`src/rtl/game_pkg.sv`:
```
// rtl/game_pkg.sv - shared state, height and line constants for the gravity-flip game
package game_pkg;

  typedef enum logic [1:0] {
    ST_REST,
    ST_FLIP,
    ST_MOVE,
    ST_DEAD
  } state_t;

  localparam int H_W = 9;

  localparam logic [H_W-1:0] REST_UP_LO   = 9'd120;
  localparam logic [H_W-1:0] REST_DN_LO   = 9'd180;
  localparam logic [H_W-1:0] REST_UP_HI   = 9'd240;
  localparam logic [H_W-1:0] REST_DN_HI   = 9'd300;
  localparam logic [H_W-1:0] LIMIT_LO     = 9'd60;
  localparam logic [H_W-1:0] LIMIT_HI     = 9'd360;
  localparam logic [H_W-1:0] START_HEIGHT = 9'd120;

  localparam int LINE_LO  = 0;
  localparam int LINE_MID = 1;
  localparam int LINE_HI  = 2;

  // Cycles FLIP waits for the gravity block to acknowledge a request.
  localparam int FLIP_WAIT = 2;

  function automatic logic is_supported(input logic [H_W-1:0] h, input logic d,
                                        input logic [2:0] l);
    if (!d)
      return (h == REST_UP_LO && l[LINE_LO]) || (h == REST_UP_HI && l[LINE_MID]);
    else
      return (h == REST_DN_HI && l[LINE_HI]) || (h == REST_DN_LO && l[LINE_MID]);
  endfunction

  function automatic logic at_limit(input logic [H_W-1:0] h, input logic d);
    return d ? (h <= LIMIT_LO) : (h >= LIMIT_HI);
  endfunction

endpackage

```
`src/rtl/rise_edge.sv`:
```
// rtl/rise_edge.sv - rising-edge detector against a registered copy of the input
module rise_edge (
  input  logic clk,
  input  logic reset,
  input  logic sig,
  output logic rise
);

  logic sig_q;

  always_ff @(posedge clk) begin
    if (reset) sig_q <= 1'b0;
    else       sig_q <= sig;
  end

  assign rise = sig & ~sig_q;

endmodule

```
`src/rtl/player_vertical_ctrl.sv`:
```
// rtl/player_vertical_ctrl.sv - player height sequencer: rest, flip handshake, move, death
module player_vertical_ctrl
  import game_pkg::*;
#(
  parameter int               STEP    = 4,
  parameter logic [H_W-1:0]   START_H = START_HEIGHT
) (
  input  logic           clk,
  input  logic           reset,
  input  logic           tick,
  input  logic           btn,
  input  logic           restart,
  input  logic           dir,
  input  logic [2:0]     lines,
  output logic [H_W-1:0] height,
  output logic           switch_req,
  output logic           grounded,
  output logic           is_dead
);

  state_t         state;
  logic           dir_q;
  logic [1:0]     flip_cnt;
  logic           btn_rise;
  logic [H_W-1:0] stepped_h;
  logic           pre_limit;
  logic           supported;
  logic           new_supported;
  logic           new_limit;
  logic           move_tick;

  rise_edge u_btn_edge (
    .clk   (clk),
    .reset (reset),
    .sig   (btn),
    .rise  (btn_rise)
  );

  // Limit is checked on the current height first so the step can never wrap.
  always_comb begin
    stepped_h     = dir ? (height - H_W'(STEP)) : (height + H_W'(STEP));
    pre_limit     = at_limit(height, dir);
    supported     = is_supported(height, dir, lines);
    new_supported = is_supported(stepped_h, dir, lines);
    new_limit     = at_limit(stepped_h, dir);
  end

  assign move_tick = (state == ST_MOVE) && tick && !pre_limit;

  always_ff @(posedge clk) begin
    if (reset) begin
      state      <= ST_REST;
      switch_req <= 1'b0;
      grounded   <= 1'b1;
      is_dead    <= 1'b0;
      dir_q      <= 1'b0;
      flip_cnt   <= '0;
    end else begin
      switch_req <= 1'b0;
      unique case (state)
        ST_REST: begin
          if (btn_rise && supported) begin
            switch_req <= 1'b1;
            dir_q      <= dir;
            flip_cnt   <= '0;
            grounded   <= 1'b0;
            state      <= ST_FLIP;
          end else if (tick && !supported) begin
            grounded <= 1'b0;
            state    <= ST_MOVE;
          end
        end
        ST_FLIP: begin
          if (dir != dir_q) begin
            state <= ST_MOVE;
          end else if (flip_cnt == 2'(FLIP_WAIT - 1)) begin
            grounded <= 1'b1;
            state    <= ST_REST;
          end else begin
            flip_cnt <= flip_cnt + 2'd1;
          end
        end
        ST_MOVE: begin
          if (tick) begin
            if (pre_limit || new_limit) begin
              is_dead <= 1'b1;
              state   <= ST_DEAD;
            end else if (new_supported) begin
              grounded <= 1'b1;
              state    <= ST_REST;
            end
          end
        end
        ST_DEAD: begin
          if (restart) begin
            is_dead  <= 1'b0;
            grounded <= 1'b1;
            state    <= ST_REST;
          end
        end
        default: state <= ST_REST;
      endcase
    end
  end

  always_ff @(posedge clk) begin
    if (reset)
      height <= START_H;
    else if (state == ST_DEAD && restart)
      height <= START_H;
    else if (move_tick)
      height <= stepped_h;
  end

endmodule

```
`config.mk`:
```
export PLATFORM = sky130hd
export DESIGN_NAME = player_vertical_ctrl
export DESIGN_NICKNAME = d
export VERILOG_FILES = /design/src/rtl/game_pkg.sv /design/src/rtl/rise_edge.sv /design/src/rtl/player_vertical_ctrl.sv
export SDC_FILE = /design/constraint.sdc
export NUM_CORES = 1
export LEC_CHECK = 0
export ABC_AREA = 1
export BUFFER_PORTS_ARGS = -buffer_cell sky130_fd_sc_hd__buf_2
export CORE_UTILIZATION = 35
export DETAILED_ROUTE_END_ITERATION = 16
export GPL_TIMING_DRIVEN = 0
export SLEW_MARGIN = 25
export SYNTH_ARGS = -nofsm -noshare
export SYNTH_HDL_FRONTEND = slang
export SYNTH_HIERARCHICAL = 1
export SYNTH_SLANG_ARGS = --single-unit
```
`constraint.sdc`:
```
create_clock -name clk -period 4.73 [get_ports clk]
set_clock_uncertainty 0.15 [all_clocks]
set_input_delay 0.2365 -clock clk [delete_from_list [all_inputs] [get_ports clk]]
set_output_delay 0.2365 -clock clk [all_outputs]
set_load 0.005 [all_outputs]
```
Yosys cells after proc, flatten, opt, wreduce, memory -nomap -nowiden
Index checks and enable logic that the tools add are counted.
{ "word_totals": {"in_bits": 9, "reg_bits": 18, "output_inout_bits": 12} }
{ "op_classes": {"reduce_logical": 30, "bitwise_logic": 3, "muxes": 32, "n_eq_ne": 25, "order_cmp": 4, "n_addsub": 3} }
{ "ops": {"columns": ["operator", "n"], "rows": [
  ["9-bit by 8-bit equality test with 1-bit output, second input constant", 4],
  ["2-bit 2-to-1 mux", 11],
  ["9-bit by 7-bit equality test with 1-bit output, second input constant", 2],
  ["9-bit equality test, second input constant", 2],
  ["9-bit greater-or-equal comparator, second input constant", 2],
  ["9-bit by 6-bit less-or-equal comparator with 1-bit output, second input constant", 2],
  ["1-bit 2-to-1 mux", 16],
  ["2-bit != test, second input constant", 8],
  ["1-bit logical AND", 13],
  ["9-bit by 3-bit adder with 9-bit output, second input constant", 1],
  ["9-bit 2-to-1 mux", 1],
  ["9-bit by 3-bit subtractor with 9-bit output, second input constant", 1],
  ["2-bit case mux with 4 select lines", 1],
  ["4-bit AND reduction", 2],
  ["7-bit AND reduction", 1],
  ["3-bit != test, second input constant", 2],
  ["1-bit logical OR", 5],
  ["5-bit AND reduction", 1],
  ["2-bit by 1-bit equality test with 1-bit output, second input constant", 2],
  ["2-bit equality test, second input constant", 2],
  ["1-bit case mux with 4 select lines", 1],
  ["2-bit case mux with 2 select lines", 1],
  ["2-bit nonzero test", 2],
  ["2-bit OR reduction", 2],
  ["other kinds (10)", 12]
]} }

Depth between registers and ports, before layout
Gate-level depths: netlist of run 1.
{ "depth": {"ltp_word": 10, "depth_mapped": 17, "ltp_nobuf": 17} }

Modules after synthesis
Netlist of run 1, hierarchy kept.
{ "modules_own_cells": {"columns": ["module", "cells_each", "instances", "area_each_um2", "seq_area_each_um2"], "rows": [
  ["player_vertical_ctrl", 221, 1, 1405.1, 300.3],
  ["rise_edge", 4, 1, 31.3, 20.0]
]} }

Worst setup path before layout of run 1
No wires, ideal clock.
{ "synth_timing": {"kind": "register to register", "from": "register height[2]", "to": "register grounded", "required_time_ns": 4.458, "arrival_ns": 1.810, "setup_ns": 0.122, "setup_slack_ns": 2.648, "path_stages_with_launch": 14, "path_cell_list": "dfxtp_1 > fa_1 > xnor2_1 > nand3_1 > nor2_1 > nand3_1 > nand2_1 > inv_2 > nand2_1 > nand2_1 > nand2_1 > nand3_1 > nand2_1 > nand3_1"} }
{ "synth_between": {"elab_chain_cells": 8, "elab_cells_between_ends": 41, "cone_classes": "add/sub (2); order compare (4); eq/ne (11); mux (7); reduce/logical (17)"} }
{ "synth_rtl": {"columns": ["element", "line_no", "text"], "rows": [
  ["from (decl)", "player_vertical_ctrl.sv:15", "output logic [H_W-1:0] height,"],
  ["from (signal assigned)", "player_vertical_ctrl.sv:112", "height <= stepped_h;"],
  ["parallel branches: the longest is 8 deep, another holds 9-bit by 3-bit adder with 9-bit output", null, null],
  ["to (signal assigned)", "player_vertical_ctrl.sv:54", "grounded <= 1'b1;"],
  ["to (signal assigned)", "player_vertical_ctrl.sv:66", "grounded <= 1'b0;"],
  ["to (signal assigned)", "player_vertical_ctrl.sv:69", "grounded <= 1'b0;"],
  ["to (decl)", "player_vertical_ctrl.sv:17", "output logic grounded,"]
]} }
Parallel ways; which one is timed is not known.
A chain may end at the register's enable or synchronous reset.

Worst setup path after layout of run 1
Same ends and word-level chain as after synthesis.

==> results of run 1 <==
==> state kept, by name, indices dropped and copies added, names as in the netlist <==
signal            count
grounded              1
flip_cnt              2
state                 2
switch_req            1
height                7
is_dead               1
dir_q                 1
u_btn_edge/sig_q      1
==> cells in the final DEF, fill, tap and decap left out, types with 3 or more instances in the layout <==
cell type  instances
nand4_1            3
inv_1             27
o21ai_0           11
inv_2              5
nand3_2            4
nand2_2           10
nand2_1           49
nand3_1           28
ha_1              10
a21oi_1           14
nor2_1            24
clkbuf_8           4
buf_4              3
dfxtp_1           16
buf_2             18
==> through the flow <==
stage	setup WS, ns	std cells
after floorplan	2.65	226
final	2.33	296
after CTS	2.32	296
after detailed placement	2.33	292
after global routing	2.03	296
after global placement	2.35	292
==> power by group through the flow <==
stage | logic (mW) | registers, mW | clock network, mW
floorplan | 0.370 | 0.203 | 0
detailed placement | 0.466 | 0.210 | 0
finish | 0.469 | 0.208 | 0.124
global placement | 0.464 | 0.210 | 0
global route | 0.546 | 0.214 | 0.135
CTS | 0.469 | 0.207 | 0.128
==> cells by family after synthesis <==
group	after synthesis	synth area share, %
AO/OA/AOI/OAI	36	14.6
XOR/XNOR	3	2.35
adder cells (fa/ha/maj)	11	10.1
buffers and inverters	36	10.2
flip-flops	16	22.3
other	1	0.261
AND/OR/NAND/NOR	122	40.2
==> area by class of cell <==
| class | count | area (µm²) |
|---|---|---|
| Inverter | 33 | 124 |
| Multi-Input combinational cell | 174 | 973 |
| Clock buffer | 4 | 55.1 |
| Sequential cell | 16 | 320 |
| Buffer | 3 | 22.5 |
| Tap cell | 48 | 60.1 |
| Fill cell | 414 | 2150 |
| Timing Repair Buffer | 18 | 90.1 |
==> worst register-to-register path, cell delays in order (launching register included) <==
cell	delay (ns)
dfxtp_1	0.40
fa_1	0.51
xnor2_1	0.37
nand3_1	0.12
nor2_1	0.12
nand3_1	0.10
nand2_1	0.08
inv_2	0.03
nand2_1	0.05
nand2_1	0.08
nand2_1	0.09
nand3_1	0.08
nand2_1	0.06
nand3_1	0.06
==> worst min path at each step <==
stage	startpoint	endpoint	slack, ns	cells past startpoint
CTS	reset	u_btn_edge/sig_q	0.04	2
global route	reset	u_btn_edge/sig_q	0.05	2
finish	reset	u_btn_edge/sig_q	0.04	2
global placement	grounded	grounded	0.29	2
detailed placement	grounded	grounded	0.30	2
floorplan	reset	flip_cnt[1]	0.16	1
==> layer usage <==
layer | vias to the layer above | part of all wire (%)
met5 | - | 0
met4 | 0 | 1.3
met3 | 6 | 4.1
met2 | 25 | 42
met1 | 601 | 53
li1 | 776 | -
==> flow_summary.yaml, run 1 <==
synthesis:
  synth.top_cells.by_count: "49 x nand2_1, 28 x nand3_1, 27 x inv_1"
  ys_ff_latch: 16
  yosys.area.top_type: "dfxtp_1"
  synth_warnings: 6
  synth_area_per_cell_um2: 6.38
  ys_top_cells_by_area: "dfxtp_1 22%, nand2_1 13%, nand3_1 9.8%, ha_1 8.7%, inv_1 7.1%"
  yosysMostFrequentCell: "nand2_1"
  yosysTopAreaCellShare_pct: 22.3
  synth_edf_count: 0
  synthDistinctLibCells: 30
  ys_seq_area_share_pct: 22.3
  synth_cells: 225
  synth_flop_cell: "dfxtp_1"
  async_flop_share_pct: 0
  syn-cell-area_um2: 1440
timing:
  layout_min_cycle_time_ns: 2.40
  timing.final.crit_share_pct: 50.7
  slew_viol_final: 0
  setup_viol: 0
  rsz0062_at_grt: "false"
  max_freq_ghz: 0.417
  hold_viol: 0
  setup_tns_ns: 0
  holdWs_ns: 0.0395
worst_setup_path:
  start_kind: "register"
  arrival_ns: 2.39
  worst-path-max-fanout: 8
  reg2reg_from: "height[2]"
  slowest_stage: "fa_1"
  cp.depth: 13
  endpoint: "grounded"
  crit_path_max_incr_delay_ns: 0.51
  reg2reg_depth: 13
  critPathRequiredTime_ns: 4.72
  r2r_slack_ns: 2.33
  crit_top_cell: "nand2_1"
  endpoint_kind: "register"
  critPathLaunch: "height[2]"
  r2r-end: "grounded"
  cp_cell_sequence: "fa_1, xnor2_1, nand3_1, nor2_1, nand3_1, nand2_1, inv_2, nand2_1, nand2_1, nand2_1, nand3_1, nand2_1, nand3_1"
  timing.critical_path.buf_inv: 1
  path_class: "reg2reg"
  crit_family: "simple AND/OR/NAND/NOR gates"
hold_path:
  hold_class: "in2reg"
routing:
  first_iter_violations: 39
  wl_per_cell_um: 11.2
  route.detailed.drc: 0
  viasPerCell: 4.76
  wl_um: 3310
  ant_nets: 0
  route.vias.total: 1408
  detail_route.first_pass.iterations: 4
place:
  gp_congestion: 0.812
  dpl.hpwl_um: 2630
  portBuffers: 18
  dpl-instance-area_um2: 1590
global_routing:
  grt_pass1_wl_um: 5920
  gr-total-overflow: 0
  grtUsageMet1_pct: 24.5
  grt_pass1_vias: 1325
  grt.total_usage_pct: 17.7
  antenna_found_initial: 0
  grt_busiest_layer: "met2"
  use_met3_pct: 3.62
  grt_max_degree: 11
  grt_use_met2_pct: 27.8
floorplan:
  die_y_um: 66.1
  ios: 21
  core_region_area_um2: 3800
  die-area_um2: 4360
  row_count: 22
  initial_utilization_pct: 37.8
  fp.dieW_um: 66.1
clocking:
  postCtsSetupRepairBufs: 0
  cts.repair.resized: 0
  ctsHoldBuffers: 0
  cts_buffers: 3
  tritoncts: "done"
  clkTransAtPathRegs_ns: 0.07
  clock_tree.buffer_depth: 2
  htree_levels: 1
  clock_latency_ns: 0.26
  clock-sinks: 16
  root_buffer: "clkbuf_8"
layout:
  fin_area_um2: 1650
  diodes: 0
  layout.nets: 269
  area_delta_synth_final_pct: 14.5
  drive_gt1_share_pct: 21.0
  final_util_pct: 43.3
pwr:
  vdd_drop_max_uv: 244
  p_switching_mw: 0.384
  seq_power_share_pct: 25.9
  pwr-share-comb_pct: 58.6
  powerDensity_nw_per_um2: 487
  power_mw: 0.801
  netSwitchingFraction_pct: 47.9
  p_leak_nw: 0.853
  power.internal_mw: 0.417
  clock_power_share_pct: 15.5
run:
  cap_violations: 0
status:
  status: "complete, no violations"
Note: power is estimated with default switching activity, not from simulation.
==> inputs of run 2 (changes only) <==
- clock period: 4.73 -> 2.2 ns (I/O delays scaled with it)
==> run 2 against run 1 <==
- via count up 4.3%
- sequential power increased by 120%
- clock-buffer cell count is the same
- sequential cell count did not move
- final cell count grew 2.0%
- setup slack worse by 2.3 ns
- non-clock buffer count is 6 higher
- routed wire length up 8.8%
- critical path type unchanged
==> flow_summary.yaml, run 2 (synthesized netlist as in run 1, its figures left out) <==
worst_setup_path:
  crit_path_max_incr_delay_ns: 0.44
  path_class: "reg2reg"
  r2r_slack_ns: 0.05
  cp_cell_sequence: "fa_2, nand3_2, nand3_2, nand2_1, nand2_2, nand3_2, nor2_2, nand2_2, nand2_2, nor2_4, nand3_2, nand2_4, nand2_1, nand2_1, nor2_1"
  worst-path-max-fanout: 4
  endpoint_kind: "register"
  r2r-end: "state[0]"
  start_kind: "register"
  arrival_ns: 2.16
  reg2reg_from: "height[2]"
  slowest_stage: "fa_2"
  reg2reg_depth: 15
  crit_top_cell: "nand3_2"
  critPathRequiredTime_ns: 2.21
clocking:
  htree_levels: 1
  root_buffer: "clkbuf_8"
  clkTransAtPathRegs_ns: 0.07
  clock-sinks: 16
  tritoncts: "done"
  clock_latency_ns: 0.26
  clock_tree.buffer_depth: 2
  cts_buffers: 3
routing:
  viasPerCell: 4.86
  detail_route.first_pass.iterations: 4
  route.vias.total: 1469
  route.detailed.drc: 0
  wl_um: 3600
  ant_nets: 0
  first_iter_violations: 50
  wl_per_cell_um: 11.9
place:
  place_inst: 292
  gp_congestion: 0.812
  portBuffers: 18
  dpl.hpwl_um: 2630
hold_path:
  min-delay-start: "restart"
  hold_end: "is_dead"
  worstHoldPathCells: 5
  hold_class: "in2reg"
timing:
  rsz0062_at_grt: "true"
  layout_min_cycle_time_ns: 2.15
  max_freq_ghz: 0.466
  slew_viol_final: 0
  timing.final.crit_share_pct: 97.6
  hold_viol: 0
  setup_viol: 0
layout:
  diodes: 0
  final_util_pct: 48.3
  area_delta_synth_final_pct: 27.6
  reg.largest.list: "height x7, flip_cnt x2, state x2"
  n_fill_cell: 389
  multi_input_area_um2: 1100
  largest_reg_flops: 7
  layout_commonest_cell: "nand2_1"
  top_register: "height"
  layout.nets: 275
  instances_no_fill: 302
  drive_gt1_share_pct: 31.1
  final_cell_mix: "46 x nand2_1, 27 x inv_1, 25 x nand3_1"
  layout.area.seq_um2: 333
global_routing:
  gr-total-overflow: 0
  antenna_found_initial: 0
  grt_pass1_vias: 1333
  grt.total_usage_pct: 17.8
  grt_max_degree: 11
  grt_pass1_wl_um: 5960
floorplan:
  die-area_um2: 4360
  ios: 21
  initial_utilization_pct: 37.8
  die_y_um: 66.1
  fp.dieW_um: 66.1
  core_region_area_um2: 3800
  row_count: 22
pwr:
  p_leak_nw: 0.902
  powerDensity_nw_per_um2: 1040
  power_mw: 1.91
  vdd_drop_max_uv: 546
run:
  cap_violations: 0
status:
  status: "complete, no violations"
run 2: changes by cell type in the layout (fill, tap and decap cells not counted), sizes merged:
cell,change
buf,+4
dlygate4sd3,+2
run 2: routing by layer:
| layer | up-vias | wire length [µm] | global-route usage (%) |
|---|---|---|---|
| li1 | 788 | - | - |
| met1 | 639 | 1810 | 24.9 |
| met2 | 32 | 1570 | 27.8 |
| met3 | 10 | 137 | 3.62 |
| met4 | 0 | 74 | 4.26 |
| met5 | - | 0 | 0 |
run 2: area by class of cell:
| type | count | area share [%] |
|---|---|---|
| inverter | 33 | 6.76 |
| clock buffer | 4 | 3.00 |
| tap | 48 | 3.28 |
| multi-input combinational | 174 | 59.9 |
| timing repair buffer | 24 | 7.65 |
| sequential | 16 | 18.2 |
| buffer | 3 | 1.23 |
run 2: timing repair:
action                     CTS  global route
hold endpoints to repair     3             0
buffers inserted             0             4
setup endpoints to repair    4             4
hold buffers                 2             0
pin swaps                    2             7
resized for setup            5            27
run 2: worst max-delay path by stage:
stage,startpoint,end,slack [ns],cells after the start
6_report,height[2],state[0],0.05,15
5_1_grt,height[2],state[0],-0.13,15
4_1_cts,height[4],grounded,0.006,14
3_5_place_dp,height[2],grounded,-0.18,13
3_3_place_gp,height[2],grounded,-0.15,13
2_1_floorplan,height[2],grounded,0.12,13
run 2: report_power, final:
| part | switching, mW | total (mW) | leakage [nW] | internal (mW) |
|---|---|---|---|---|
| clock | 0.111 | 0.270 | 0.0288 | 0.159 |
| combinational | 0.703 | 1.18 | 0.742 | 0.481 |
| sequential | 0.0886 | 0.458 | 0.131 | 0.370 |
| total | 0.902 | 1.91 | 0.902 | 1.01 |
run 2: critical path, delay by kind of cell (launching register included):
| kind | cells | cell delay, ns |
|---|---|---|
| flops | 1 | 0.36 |
| simple gates | 14 | 1.11 |
| fa+ha+maj | 1 | 0.44 |
run 2: stage by stage:
| stage | hold WS (ns) | instance area, µm² | setup TNS [ns] | setup slack, ns |
|---|---|---|---|---|
| 6_report | 0.0976 | 1830 | 0 | 0.0521 |
| 5_1_grt | 0.165 | 1830 | -0.412 | -0.132 |
| 4_1_cts | 0.0986 | 1680 | 0 | 0.00590 |
| 3_5_place_dp | 0.179 | 1590 | -0.561 | -0.180 |
| 3_3_place_gp | 0.173 | 1590 | -0.496 | -0.152 |
| 2_1_floorplan | 0.0324 | 1440 | 0 | 0.118 |
==> inputs of run 3 (changes only) <==
- CAP_MARGIN: unset -> 10
- CORE_UTILIZATION: 35 -> 44
- PLACE_DENSITY: unset -> 0.67
==> run 3 against run 2 <==
- maximum frequency fell by 0.21%
- register-to-register slack hardly changed
- clock-buffer cell count stayed put
- sequential power is essentially flat
- final cell count down 2.3%
- largest power group unchanged
- highest routed layer unchanged
- clock power is 24% lower
- global-route usage grew 3.5 points
- cell area down 0.48%
- hold slack lost 0.043 ns
- non-clock buffer count fell by 3
- critical endpoint is now state[1]
==> flow_summary.yaml, run 3 (synthesized netlist as in run 1, its figures left out) <==
status:
  status: "complete, no violations"
worst_setup_path:
  worst-path-max-fanout: 4
  critPathRequiredTime_ns: 2.27
  slowest_stage: "fa_2"
  path_class: "reg2reg"
  start_kind: "register"
  r2r_slack_ns: 0.05
  endpoint_kind: "register"
  cp_cell_sequence: "fa_2, nand3_4, nand3_4, nand2_2, nand2_4, nor2_1, nand3_1, nand2_1, inv_2, nand2_1, nand2_1, nand3_2, nand2_2, nor2_1, nor2_1"
  critPathLaunch: "height[3]"
  r2r-end: "state[1]"
  reg2reg_from: "height[3]"
  reg2reg_depth: 15
  endpoint: "state[1]"
  crit_path_max_incr_delay_ns: 0.44
  arrival_ns: 2.22
pwr:
  powerDensity_nw_per_um2: 1020
  vdd_drop_max_uv: 461
  p_leak_nw: 0.892
clocking:
  clock_latency_ns: 0.30
  clkTransAtPathRegs_ns: 0.11
  root_buffer: "clkbuf_4"
  clock-sinks: 16
  clock_tree.buffer_depth: 2
  cts_buffers: 3
  htree_levels: 1
  tritoncts: "done"
layout:
  reg.largest.list: "height x7, flip_cnt x2, state x2"
  diodes: 0
  layout_commonest_cell: "nand2_1"
  fin_area_um2: 1820
  top_register: "height"
  area_delta_synth_final_pct: 27.0
  final_cell_mix: "43 x nand2_1, 27 x inv_1, 23 x nor2_1"
  drive_gt1_share_pct: 32.3
  final_util_pct: 59.3
  layout.nets: 272
  n_fill_cell: 306
  largest_reg_flops: 7
place:
  portBuffers: 18
  dpl-instance-area_um2: 1590
  dpl.hpwl_um: 2540
  gp_congestion: 0.844
timing:
  max_freq_ghz: 0.465
  setup_viol: 0
  layout_min_cycle_time_ns: 2.15
  rsz0062_at_grt: "true"
  hold_viol: 0
  slew_viol_final: 0
  timing.final.crit_share_pct: 97.8
floorplan:
  core_region_area_um2: 3080
  initial_utilization_pct: 46.7
  ios: 21
  die_y_um: 59.1
  die-area_um2: 3500
  fp.dieW_um: 59.1
  row_count: 20
global_routing:
  grt_max_degree: 11
  grt_pass1_wl_um: 5690
  grt_pass1_vias: 1270
  antenna_found_initial: 0
  grt.total_usage_pct: 21.3
  gr-total-overflow: 0
run:
  cap_violations: 0
routing:
  route.detailed.drc: 0
  ant_nets: 0
  first_iter_violations: 37
  wl_per_cell_um: 11.7
  viasPerCell: 4.93
  detail_route.first_pass.iterations: 4
  route.vias.total: 1454
  wl_um: 3460
hold_path:
  hold_class: "in2reg"
run 3: report_power, final:
group	internal, mW	switching (mW)
combinational	0.474	0.716
clock	0.101	0.105
sequential	0.370	0.0875
run 3: worst max-delay path, delay by kind of cell (launching register included):
kind / cells / cell delay [ns]
flops: 1 / 0.37
simple gates: 13 / 1.07
fa+ha+maj: 1 / 0.44
buf+inv: 1 / 0.03
run 3: area by class of cell:
class,instances,area (µm²),share of cell area [%]
multi-input combinational,174,1130,62.1
sequential,16,335,18.4
inverter,33,124,6.79
timing repair buffer,21,118,6.45
tap,44,55.1,3.02
clock buffer,4,36.3,1.99
buffer,3,22.5,1.23
run 3: per-layer routing:
layer	global-route usage [%]	wire length, µm	vias up
met5	0	0	-
met4	4.08	28	0
met3	4.80	121	6
met2	32.8	1540	25
met1	30.4	1770	641
li1	-	-	782
run 3: worst min path at each step:
stage | startpoint | to | slack [ns] | depth (start not counted)
CTS | restart | is_dead | 0.05 | 5
floorplan | reset | flip_cnt[1] | 0.03 | 1
detailed placement | reset | u_btn_edge/sig_q | 0.17 | 2
global placement | reset | u_btn_edge/sig_q | 0.17 | 2
finish | restart | is_dead | 0.05 | 5
global route | restart | is_dead | 0.08 | 5
run 3: metrics by stage:
stage	instances	TNS, ns	setup slack [ns]	power [mW]	hold slack (ns)
2_1_floorplan	226	0	0.118	1.23	0.0324
3_3_place_gp	288	-0.453	-0.138	1.44	0.168
3_5_place_dp	288	-0.474	-0.145	1.45	0.167
4_1_cts	294	0	0.00148	1.68	0.0461
5_1_grt	295	-0.156	-0.0633	2.03	0.0760
6_report	295	0	0.0476	1.85	0.0545
run 3: timing repair:
action                                  4_1_cts  5_1_grt
hold buffers                                  2        0
hold endpoints to repair                      4        0
setup buffers                                 0        1
endpoints found under the setup margin        4        4
pin swaps                                     0        8
resized for setup                             7       33
